## src/rtl/if_id_pipe_reg.sv

```systemverilog
// =============================================================================
// Module      : if_id_pipe_reg
// Description : IF/ID pipeline register with stall (hold) and flush (bubble).
// Revision    : 1.0 - initial release
// =============================================================================
`default_nettype none

module if_id_pipe_reg #(
  parameter int                 INSTR_W   = 19,
  parameter int                 PC_W      = 8,
  parameter logic [INSTR_W-1:0] NOP_INSTR = 19'h00000
) (
  input  logic               clk,
  input  logic               rst,
  input  logic [INSTR_W-1:0] IF_instruction,
  input  logic [PC_W-1:0]    IF_pc_plus_one,
  input  logic               IF_IDwrite,
  input  logic               IF_flush,
  output logic [INSTR_W-1:0] ID_instruction,
  output logic [PC_W-1:0]    ID_pc_plus_one,
  output logic               ID_valid
);

  logic [INSTR_W-1:0] instr_q, instr_d;
  logic [PC_W-1:0]    pc_q, pc_d;
  logic               valid_q, valid_d;

  // Flush outranks the write enable so a bubble still lands during a stall.
  always_comb begin
    instr_d = instr_q;
    pc_d    = pc_q;
    valid_d = valid_q;
    if (IF_flush) begin
      instr_d = NOP_INSTR;
      pc_d    = '0;
      valid_d = 1'b0;
    end else if (IF_IDwrite) begin
      instr_d = IF_instruction;
      pc_d    = IF_pc_plus_one;
      valid_d = 1'b1;
    end
  end

  always_ff @(posedge clk) begin
    if (rst) begin
      instr_q <= NOP_INSTR;
      pc_q    <= '0;
      valid_q <= 1'b0;
    end else begin
      instr_q <= instr_d;
      pc_q    <= pc_d;
      valid_q <= valid_d;
    end
  end

  assign ID_instruction = instr_q;
  assign ID_pc_plus_one = pc_q;
  assign ID_valid       = valid_q;

endmodule

`default_nettype wire

```

## config.mk

```make
export PLATFORM = sky130hd
export DESIGN_NAME = if_id_pipe_reg
export DESIGN_NICKNAME = d
export VERILOG_FILES = /design/src/rtl/if_id_pipe_reg.sv
export SDC_FILE = /design/constraint.sdc
export NUM_CORES = 1
export LEC_CHECK = 0
export CORE_UTILIZATION = 39
export DETAILED_ROUTE_END_ITERATION = 8
export GPL_ROUTABILITY_DRIVEN = 1
export PLACE_DENSITY_LB_ADDON = 0.15
export SETUP_SLACK_MARGIN = 0.4
export SLEW_MARGIN = 20
export SYNTH_ARGS = -nofsm -noshare
export SYNTH_HDL_FRONTEND = slang
export SYNTH_SLANG_ARGS = --single-unit
```

## constraint.sdc

```tcl
create_clock -name clk -period 2 [get_ports clk]
set_clock_uncertainty 0.1 [all_clocks]
set_input_delay 0.2 -clock clk [delete_from_list [all_inputs] [get_ports clk]]
set_output_delay 0.2 -clock clk [all_outputs]
set_load 0.01 [all_outputs]
```

==> results.cfg, run 1 <==
[clocking]
ctsLongestPathBuffers = 2
cts_max_level = 1
ctsRootBufferMaster = sky130_fd_sc_hd__clkbuf_4
cts_num_sinks = 28
clock_tree_from_tritoncts = done
clkTransAtPathRegs_ns = 0.14
cts-buffers-inserted = 3
worstSkewPairLatency_ns = 0.32
cts-hold-fix-buffers = 0
cts.repair_timing.setup_buffer_count = 0

[synth]
synth_top_area_cell = sky130_fd_sc_hd__dfxtp_1
post_synth_fa_ha_maj_area_fraction_pct = 0
synthesis.area_um2 = 1020
synth-edff-count = 0
synth_area_per_cell_um2 = 11.2
synth_simple_gate_area_share_pct = 11.5
yosys_warnings = 0
most_common_library_cells_after_synthesis = sky130_fd_sc_hd__dfxtp_1 (28), sky130_fd_sc_hd__nor2_1 (28), sky130_fd_sc_hd__mux2i_1 (27)
synthMuxAreaShare_pct = 26.4
main_combinational_cell_family_by_area_after_synthesis = multiplexers
synth_nets = 122
synth-seq-cells = 28
synthXorXnorAreaFrac_pct = 0
yosys.area.top_type_share_pct = 54.8
synthTopCellsByArea = sky130_fd_sc_hd__dfxtp_1 (55%), sky130_fd_sc_hd__mux2i_1 (26%), sky130_fd_sc_hd__nor2_1 (10%)
ys_seq_area_share_pct = 54.8
ys_types = 7
synthArstFlopShare_pct = 0
post_synthesis_cell_count = 91
synth_compound_area_share_pct = 0
postSynth.topFlopCell = sky130_fd_sc_hd__dfxtp_1

[cells_and_area]
final_nets = 180
layout-area-overhead-vs-synth_pct = 59.2
antenna-diode-count = 0
post_route_cells_drive_above_1_share_pct = 5.41
final_core_util_pct = 65.8
final_cells = 178
filler_cell_count = 223

[global_route]
sum_of_overflow_across_all_layers_after_global_routing = 0
antenna_found_initial = 0
pin_count_of_the_biggest_net_entering_global_routing = 29
vias_in_the_first_global_route = 747
grt_usage_pct = 16.0
wire_length_of_the_first_global_routing_pass_um = 3190

[pwr]
design_power_total_mw = 1.02
cellLeakagePower_nw = 0.741
power_per_cell_area_nw_per_um2 = 629
peak_supply_drop_mv = 0.444

[worst_hold_path]
worst_hold_path_type = in2reg

[setup_path]
cp_data_required_time_ns = 1.70
start_kind = register
timing.critical_path.arrival_ns = 1.24
cpLargestDelayFamily = buffers and inverters
timing.setup.critical_path_class = reg2out
cp_cell_sequence = clkdlybuf4s50_1
critical_path_buf_inv_count = 1
timing.critical_path.to_type = primary output
cpPeakStageDelay_ns = 0.54
cpMaxStageDelayCell = sky130_fd_sc_hd__clkdlybuf4s50_1
worstPathMaxFanout = 2

[timing]
number_of_setup_violations_in_the_final_report = 0
max_freq_mhz = 651
tightest_slew_ns = 0.899
report.final.hold_viol_count = 0
slew_headroom_pct = 40.1
drv_slew = 0
timing.final.crit_share_pct = 76.8
period_minus_slack_ns = 1.54
grt_setup_unrepaired = false
summed_negative_setup_slack_over_all_endpoints_ns = 0

[drt]
drt_drc_violations_left = 0
drt-total-wl_um = 2080
via_per_inst = 4.55
route.antenna.remaining_nets = 0
route.vias.total = 810
starting_drt_drc_count = 5
wire_per_inst_um = 11.7
firstDrtPassIters = 4

[die]
floorplan.initialDensity_pct = 41.3
placeableCoreArea_um2 = 2480
die_width_um = 53.2
io-pin-count = 59
die_height_um = 53.2
floorplan.rows = 18
fp.dieArea_um2 = 2830

[place]
port_buffers = 58
hpwlAfterDp_um = 1570
place.detailed.instances = 174
gp_congestion = 0.651

[flow_run]
max_cap_violations = 0

[status]
status = complete, no violations
final cells by class:
type / count / area, um2 / share of cell area, %
Timing Repair Buffer: 59 / 606 / 37.2
Tap cell: 30 / 37.5 / 2.30
Clock buffer: 4 / 36.3 / 2.23
Sequential cell: 28 / 562 / 34.5
Multi-Input combinational cell: 57 / 388 / 23.8
metal layers:
layer | global-route usage (%) | up-vias | wire (um)
met5 | 0 | - | 0
met4 | 7.89 | 0 | 39
met3 | 3.16 | 4 | 151
met2 | 28.3 | 32 | 1000
met1 | 17.9 | 365 | 889
li1 | - | 409 | -
kinds of logic after synthesis:
kind of cell	after synthesis
mux	27
simple gates	30
flops	28
buf+inv	6
sequential cells by signal (all words and copies together) (netlist names):
signal          flops
ID_instruction     19
ID_pc_plus_one      8
ID_valid            1
final timing paths:
path                            cells past startpoint                  to               start  slack [ns]
worst max-delay path                                1  ID_instruction[15]  ID_instruction[15]        0.46
worst min-delay path                                3            ID_valid          IF_IDwrite        0.23
worst max register to register                      2   ID_instruction[0]   ID_instruction[0]        1.24
worst min register to register                      2            ID_valid            ID_valid        0.38
cells in the final DEF (no fill, tap or decap), drive strengths merged:
| master | synthesis | routed |
|---|---|---|
| nor2 | 29 | 29 |
| dlymetal6s2s | 0 | 4 |
| or2 | 1 | 1 |
| clkdlybuf4s50 | 0 | 53 |
| dfxtp | 28 | 28 |
| buf | 6 | 2 |
| mux2i | 27 | 27 |
| clkbuf | 0 | 4 |
per-stage QoR:
| stage | setup slack (ns) | instance area (um2) | hold slack, ns |
|---|---|---|---|
| after floorplan | 1.07 | 1020 | 0.247 |
| after global placement | 0.281 | 1580 | 0.353 |
| after detailed placement | 0.214 | 1580 | 0.360 |
| after CTS | 0.439 | 1620 | 0.227 |
| after global routing | 0.411 | 1630 | 0.239 |
| final | 0.465 | 1630 | 0.231 |
power by group:
group	switching [mW]	total, mW	internal, mW	leakage, nW
Sequential	0.00914	0.586	0.577	0.229
Clock	0.157	0.269	0.111	0.0210
Combinational	0.0591	0.170	0.111	0.491
timing repair:
item,in CTS,in global routing
gates resized for setup,0,5
endpoints found under the setup margin,0,5
endpoints found under the hold margin,0,0
(Power assumes the default switching activity.)
==> run 2, diff against run 1 <==
--- a/config.mk
+++ b/config.mk
@@ -5,7 +5,7 @@
 export SDC_FILE = /design/constraint.sdc
 export NUM_CORES = 1
 export LEC_CHECK = 0
-export CORE_UTILIZATION = 39
+export CORE_UTILIZATION = 37
 export DETAILED_ROUTE_END_ITERATION = 8
 export GPL_ROUTABILITY_DRIVEN = 1
 export PLACE_DENSITY_LB_ADDON = 0.15
==> constraint.sdc (replaced) <==
create_clock -name clk -period 1.44 [get_ports clk]
set_clock_uncertainty 0.1 [all_clocks]
set_input_delay 0.144 -clock clk [delete_from_list [all_inputs] [get_ports clk]]
set_output_delay 0.144 -clock clk [all_outputs]
set_load 0.01 [all_outputs]
==> run 2 against run 1 <==
  * Clock-buffer cell count is the same
  * Hold slack lost 0.030 ns
  * Wire length shrank 3.3%
  * Utilization grew 1.4 points
  * Die area grew 5.2%
  * First-iteration DRC count shrank 40%
  * Sequential power grew 40%
  * Critical path depth is the same
  * Total power grew 39%
  * Sequential share of layout area grew 0.34 points
  * Combinational power grew 44%
==> results.cfg, run 2 (synthesized netlist as in run 1, its figures left out) <==
[cells_and_area]
final_nets = 183
post_route_cells_drive_above_1_share_pct = 43.7
layout-area-overhead-vs-synth_pct = 67.1
most_frequent_standard_cell_in_the_layout_excluding_fill_and_tap_cells = sky130_fd_sc_hd__clkdlybuf4s50_1
antenna-diode-count = 0
largest_register_ffs = 19
filler_cell_count = 222
most-common-layout-cells = sky130_fd_sc_hd__clkdlybuf4s50_1 (29), sky130_fd_sc_hd__dfxtp_2 (28), sky130_fd_sc_hd__nor2_1 (28), sky130_fd_sc_hd__buf_6 (28), sky130_fd_sc_hd__mux2i_1 (27)

[drt]
route.vias.total = 816
via_per_inst = 4.51
firstDrtPassIters = 3
drt_drc_violations_left = 0
drt-total-wl_um = 2010
starting_drt_drc_count = 3
route.antenna.remaining_nets = 0
wire_per_inst_um = 11.1

[die]
placeableCoreArea_um2 = 2540
floorplan.initialDensity_pct = 40.2
fp.dieArea_um2 = 2980
die_width_um = 54.6
die_height_um = 54.6
floorplan.rows = 18
io-pin-count = 59

[setup_path]
worstPathMaxFanout = 2
cp_data_required_time_ns = 1.20
cpPeakStageDelay_ns = 0.36
cp_cell_sequence = buf_6
timing.critical_path.to_type = primary output
cpMaxStageDelayCell = sky130_fd_sc_hd__dfxtp_2
timing.critical_path.arrival_ns = 0.78
reg2reg_setup_slack_ns = 0.60
critical_path_buf_inv_count = 1
timing.setup.critical_path_class = reg2out
cpLargestDelayFamily = flip-flops
start_kind = register

[timing]
tightest_slew_ns = 0.182
drv_slew = 0
report.final.hold_viol_count = 0
slew_headroom_pct = 87.5
summed_negative_setup_slack_over_all_endpoints_ns = 0
period_minus_slack_ns = 1.03
grt_setup_unrepaired = true
worst_slack_ns = 0.412
max_freq_mhz = 972
timing.final.crit_share_pct = 71.4
number_of_setup_violations_in_the_final_report = 0

[clocking]
ctsLongestPathBuffers = 2
worstSkewPairLatency_ns = 0.31
cts_num_sinks = 28
ctsRootBufferMaster = sky130_fd_sc_hd__clkbuf_4
cts_max_level = 1
cts-hold-fix-buffers = 0
cts-buffers-inserted = 3
clock_tree_from_tritoncts = done
clkTransAtPathRegs_ns = 0.14

[pwr]
peak_supply_drop_mv = 0.588
power_per_cell_area_nw_per_um2 = 834
cellLeakagePower_nw = 0.773

[place]
gp_congestion = 0.627
port_buffers = 58
placement.setup.worst_slack_ns = 0.177

[global_route]
pin_count_of_the_biggest_net_entering_global_routing = 29
vias_in_the_first_global_route = 717
wire_length_of_the_first_global_routing_pass_um = 3020
sum_of_overflow_across_all_layers_after_global_routing = 0
antenna_found_initial = 0
grt_usage_pct = 14.4

[worst_hold_path]
worst_hold_path_type = in2reg

[flow_run]
max_cap_violations = 0

[status]
status = complete, no violations
-- run 2: cell types whose count changed in the layout (fill, tap and decap cells not counted) --
cell,delta
sky130_fd_sc_hd__clkdlybuf4s50_1,-24
sky130_fd_sc_hd__buf_4,+3
sky130_fd_sc_hd__buf_6,+28
sky130_fd_sc_hd__dfxtp_2,+27
sky130_fd_sc_hd__dfxtp_1,-27
sky130_fd_sc_hd__dlymetal6s2s_1,-4
-- run 2: final timing paths --
path | end | depth (start not counted) | start
max | ID_instruction[17] | 1 | ID_instruction[17]
min | ID_valid | 4 | IF_IDwrite
max reg2reg | ID_pc_plus_one[7] | 3 | ID_pc_plus_one[7]
min reg2reg | ID_valid | 2 | ID_valid
-- run 2: timing repair --
| action | 4_1_cts | 5_1_grt |
|---|---|---|
| buffers inserted | 1 | 0 |
| resized for setup | 161 | 7 |
| endpoints found under the setup margin | 28 | 28 |
-- run 2: power breakdown --
group          internal, mW  switching (mW)
Clock                 0.154           0.204
Combinational         0.163          0.0821
Sequential            0.805          0.0175
Total                  1.12           0.304
-- run 2: area by class of cell --
type                       instances  area, um2  area share [%]
multi-input combinational         57        388            22.7
tap                               30       37.5            2.19
timing repair buffer              62        653            38.2
sequential                        28        596            34.8
clock buffer                       4       36.3            2.12
-- run 2: per-layer routing --
metal,GRT usage (%),up-vias,part of all wire [%]
met4,7.69,0,1.5
met5,0,-,0
met1,18.2,357,43
li1,-,418,-
met2,22.3,37,46
met3,3.61,4,9.6
-- run 2: per-stage QoR --
step	utilization (%)	std cells	hold WS [ns]	power [mW]	cell area (um2)
after global placement	62.7	176	0.354	1.07	1600
after detailed placement	62.7	176	0.368	1.07	1600
final	67.2	181	0.201	1.43	1710
after CTS	65.5	181	0.187	1.44	1670
after floorplan	-	91	0.191	0.940	1020
after global routing	67.2	181	0.187	1.50	1710
